===== src/rtl/adder_pkg.sv =====
// Shared definitions for the adder and its stream controller.
// Latency: n/a (package only).
// Backpressure: n/a (package only).
//
// Holds the controller state encoding and the default operand and counter
// widths so the adder instance, the controller and their benches agree.
package adder_pkg;

  // Controller state encoding.
  localparam logic [1:0] S_IDLE = 2'd0;
  localparam logic [1:0] S_EVAL = 2'd1;
  localparam logic [1:0] S_OUT  = 2'd2;

  typedef enum logic [1:0] {
    ST_IDLE = S_IDLE,
    ST_EVAL = S_EVAL,
    ST_OUT  = S_OUT
  } ctrl_state_t;

  // Default widths.
  localparam int DEF_WIDTH = 4;
  localparam int DEF_CNT_W = 8;

endpackage


===== src/rtl/adder_stream_ctrl.sv =====
// Registered valid/ready front/back end around a combinational adder.
// Latency: accept edge t -> out_valid high after edge t+1; 3 cycles min per txn.
// Backpressure: in_ready high only in IDLE; result held in OUT until out_ready.
//
// Ports:
//   clk, rst_n          clock, asynchronous active-low reset
//   in_valid/in_ready   operand stream handshake; in_a/in_b operands
//   add_a/add_b         registered operands driven to the adder instance
//   add_sum             adder sum, combinational from add_a/add_b
//   out_valid/out_ready result stream handshake; out_sum/out_carry result
//   txn_count           completed output handshakes, wraps at 2^CNT_W
module adder_stream_ctrl
  import adder_pkg::*;
#(
  parameter int WIDTH = DEF_WIDTH,
  parameter int CNT_W = DEF_CNT_W
) (
  input  logic             clk,
  input  logic             rst_n,
  input  logic             in_valid,
  output logic             in_ready,
  input  logic [WIDTH-1:0] in_a,
  input  logic [WIDTH-1:0] in_b,
  output logic [WIDTH-1:0] add_a,
  output logic [WIDTH-1:0] add_b,
  input  logic [WIDTH-1:0] add_sum,
  output logic             out_valid,
  input  logic             out_ready,
  output logic [WIDTH-1:0] out_sum,
  output logic             out_carry,
  output logic [CNT_W-1:0] txn_count
);

  ctrl_state_t state;

  // All outputs are registered; in_ready is held as a flop that mirrors
  // "state == IDLE" so downstream timing sees a clean register output.
  always_ff @(posedge clk or negedge rst_n) begin
    if (!rst_n) begin
      state     <= ST_IDLE;
      in_ready  <= 1'b1;
      add_a     <= '0;
      add_b     <= '0;
      out_sum   <= '0;
      out_carry <= 1'b0;
      out_valid <= 1'b0;
      txn_count <= '0;
    end else begin
      unique case (state)
        ST_IDLE: begin
          if (in_valid) begin
            add_a    <= in_a;
            add_b    <= in_b;
            in_ready <= 1'b0;
            state    <= ST_EVAL;
          end
        end
        ST_EVAL: begin
          // The adder has had a full cycle to settle on add_a/add_b.
          // A modular sum smaller than an operand means it wrapped.
          out_sum   <= add_sum;
          out_carry <= (add_sum < add_a);
          out_valid <= 1'b1;
          state     <= ST_OUT;
        end
        ST_OUT: begin
          if (out_ready) begin
            out_valid <= 1'b0;
            txn_count <= txn_count + 1'b1;
            in_ready  <= 1'b1;
            state     <= ST_IDLE;
          end
        end
        default: begin
          out_valid <= 1'b0;
          in_ready  <= 1'b1;
          state     <= ST_IDLE;
        end
      endcase
    end
  end

endmodule


===== config.mk =====
export PLATFORM = sky130hd
export DESIGN_NAME = adder_stream_ctrl
export DESIGN_NICKNAME = d
export VERILOG_FILES = /design/src/rtl/adder_pkg.sv /design/src/rtl/adder_stream_ctrl.sv
export SDC_FILE = /design/constraint.sdc
export NUM_CORES = 1
export LEC_CHECK = 0
export CAP_MARGIN = 20
export CORE_MARGIN = 2
export CORE_UTILIZATION = 46
export DETAILED_ROUTE_END_ITERATION = 16
export PLACE_DENSITY_LB_ADDON = 0.2
export SYNTH_ARGS = -nofsm -noshare
export SYNTH_HDL_FRONTEND = slang
export SYNTH_SLANG_ARGS = --single-unit

===== constraint.sdc =====
create_clock -name clk -period 2.9 [get_ports clk]
set_input_delay 0.29 -clock clk [delete_from_list [all_inputs] [get_ports clk]]
set_output_delay 0.29 -clock clk [all_outputs]
set_load 0.01 [all_outputs]

==> results.md <==
* Via count at 776
* Final Slew Violations at 0
* Max VDD drop at roughly 0.00064 V
* Die Area at approximately 2700 µm²
* R2R depth at 3
* DR vias/cell at roughly 5.1
* Slew margin rel. at 48.24%
* Placed Instance Area at roughly 1500 µm²
* Post-synthesis cell count at between 80 and 90
* Crit-path max FO at 12
* DIE WIDTH at between 50 and 60 µm
* CTS tree: yes
* Crit path max-delay cell type: nor2_1
* Fin worst setup slack at 1121 ps
* Fin crit share at between 60% and 70%
* Buf+Inv Stages, Crit Path at 0
* Routed Antenna Nets at 0
* Final setup viols at 0
* Ys async rst share at between 90% and 100%
* YS warnings at 0
* Endpoint type of the worst setup path: flip-flop
* Netlist cell types at 25
* Syn Area/Cell at between 10 and 15 µm²
* Worst flop-to-flop path endpoint: add_b[1]$_DFFE_PN0P_
* Sink Count at 25
* HP Class: input pin to async pin
* Post-synth top area share at a little under three fifths
* Row Count at 17
* Maxcap violations at 0
* Post-synth top cells: dfrtp_1, mux2_2, xnor2_1, nand2_1, o21ai_0
* IO Count at 39
* Synth Register Bits at 25
* Detailed Routing Iterations Pass 1 at 4
* CTS root buf: clkbuf_4
* Fin Setup TNS at 0 ps
* R2R setup slack at between 1000 and 1500 ps
* Gpl congestion at between 0.7 and 0.8
* Total grt overflow at 0
* Max Freq at approximately 0.56 GHz
* Setup Fix Bufs, Post-CTS at 0
* Port bufs at 38
* Critical path arrival at 2010 ps
* Htree depth at 1
* Yosys top cell by area: dfrtp_1
* Overall Global Routing Usage at 18.78%
* Largest net degree at the start of global routing at 26
* Top cells by area, synth: dfrtp_1, mux2_2, xnor2_1
* Mapped Nets at 104
* Tightest Pin Transition at 773.5 ps
* Main synth FF type: dfrtp_1
* WP data required at approximately 3100 ps
* RSZ-0062 raised after global routing: false
* Mapped cell area at around 1100 µm²
* Share of layout cells above drive strength 1 at 16.80%
* Static leakage at approximately 0.64 nW
* Critical setup path kind: flip-flop to flip-flop
* Non-Filler Instances at ~150
* Die H at roughly 52 µm
* Count leader, synth: dfrtp_1
* CTS Buf Count at 3
* Sequential-to-total area share from yosys stat at around 58%
* Number of diodes at 0
* Tmin final at 1779 ps
* First-pass GRT wire length at between 3000 and 4000 µm
* Status: finished, final reports clean
* Critical Path Max Stage Delay at ~590 ps
* Initial core utilization at 48.59%
* Drt initial violations at 6
* DRC viols at 0
* Hold Fails Final Rpt at 0
* Final HPWL from detailed placement at 1473 µm
* Hold_buf cts at 0
* Post-Place Worst Slack at 930.3 ps
* Clock slew at reported path FFs at between 100 and 150 ps
* Initial antenna violation count at 0
* Worst setup SP type: flip-flop
* Vias in the first global route at approximately 780
* Clock tree buffer depth at 2
* Delay-heaviest family, CP: simple AND/OR/NAND/NOR gates
* Placed insts at around 150
* P per Cell Area at between 900 and 1000 nW/µm²
* Util after Layout at slightly below 70%
* Design Area, Final at 1511 µm²
* Nets@finish at about 150
* Worst Skew at roughly 6.0 ps
* Total core area at between 2000 and 2500 µm²
* Routed wire length at roughly 2000 µm
* Layout area overhead at 40.63%
* CP Cell Sequence: nand2b_1 -> nor2_1 -> mux2_2
* WL per Instance at 13.39 µm
* Post-synth EDFFs at 0
* Skew-Pair Late Insertion Delay at 330 ps
* Worst R2R Start: state[0]$_DFFE_PN0P_
* CTS resizes at 0
area by class of cell:
cell class | instances | area, µm²
tap | 28 | 35.03
fill | 183 | 700.7
inverter | 4 | 15.01
sequential | 25 | 626.9
timing repair buffer | 39 | 387.9
clock buffer | 4 | 26.28
multi-input combinational | 53 | 420.4
worst reg2reg max path, delay by kind of cell, from the launching register on:
family	cells	cell delay (ps)
mux	1	420
simple gates	2	780
flops	1	480
report_power, final:
group          switching, mW  internal, mW  total, mW  leakage [nW]
sequential             0.117         0.495      0.612         0.307
clock                  0.105        0.0540      0.159        0.0150
combinational          0.242         0.388      0.630         0.318
registers in the layout, summed over array words and instances, names as in the netlist:
| name | flops |
|---|---|
| txn_count | 8 |
| add_a | 4 |
| add_b | 4 |
| out_sum | 4 |
| state | 2 |
| in_ready | 1 |
| out_carry | 1 |
| out_valid | 1 |
worst max path at each step:
stage | start | end | slack (ps) | depth (start not counted)
finish | state[0]$_DFFE_PN0P_ | add_b[1]$_DFFE_PN0P_ | 1120 | 3
detailed placement | in_valid | add_b[1]$_DFFE_PN0P_ | 930 | 4
global route | state[0]$_DFFE_PN0P_ | add_b[0]$_DFFE_PN0P_ | 980 | 3
CTS | state[0]$_DFFE_PN0P_ | add_b[1]$_DFFE_PN0P_ | 1110 | 3
global placement | in_valid | add_a[0]$_DFFE_PN0P_ | 1010 | 4
floorplan | state[0]$_DFFE_PN0P_ | add_a[0]$_DFFE_PN0P_ | 1540 | 4
stage by stage:
| step | power (mW) | hold WS (ps) |
|---|---|---|
| 2_1_floorplan | 0.9079 | -5.591 |
| 3_3_place_gp | 1.232 | 457.7 |
| 3_5_place_dp | 1.260 | 461.7 |
| 4_1_cts | 1.424 | 306.7 |
| 5_1_grt | 1.505 | 316.4 |
| 6_report | 1.401 | 308.0 |
metal layers:
layer  wire length, µm  GRT usage, %  vias up
met5                 0             0        -
met4                55         11.54        0
met3               107         4.286        5
met2               968         30.21       22
met1               917         22.66      378
li1                  -             -      371
cells in the final DEF, fill, tap and decap left out, types with 4 or more instances in the layout:
cell type and n:
clkdlybuf4s50_1 38, dfrtp_1 24, mux2_2 10, xnor2_1 7, nand2_1 5, o21ai_0 5, inv_1 4, ha_1 4
kinds of logic after synthesis:
logic type | after synthesis | synth area share [%]
buffers and inverters | 6 | 2.561
and+or+nand+nor | 21 | 12.34
adders and majority gates | 4 | 4.657
AOI/OAI and AO/OA | 11 | 5.937
muxes | 10 | 10.48
DFF | 25 | 58.32
xor gates and xnor gates | 7 | 5.704
No activity file was read; power rests on OpenSTA's default activity.
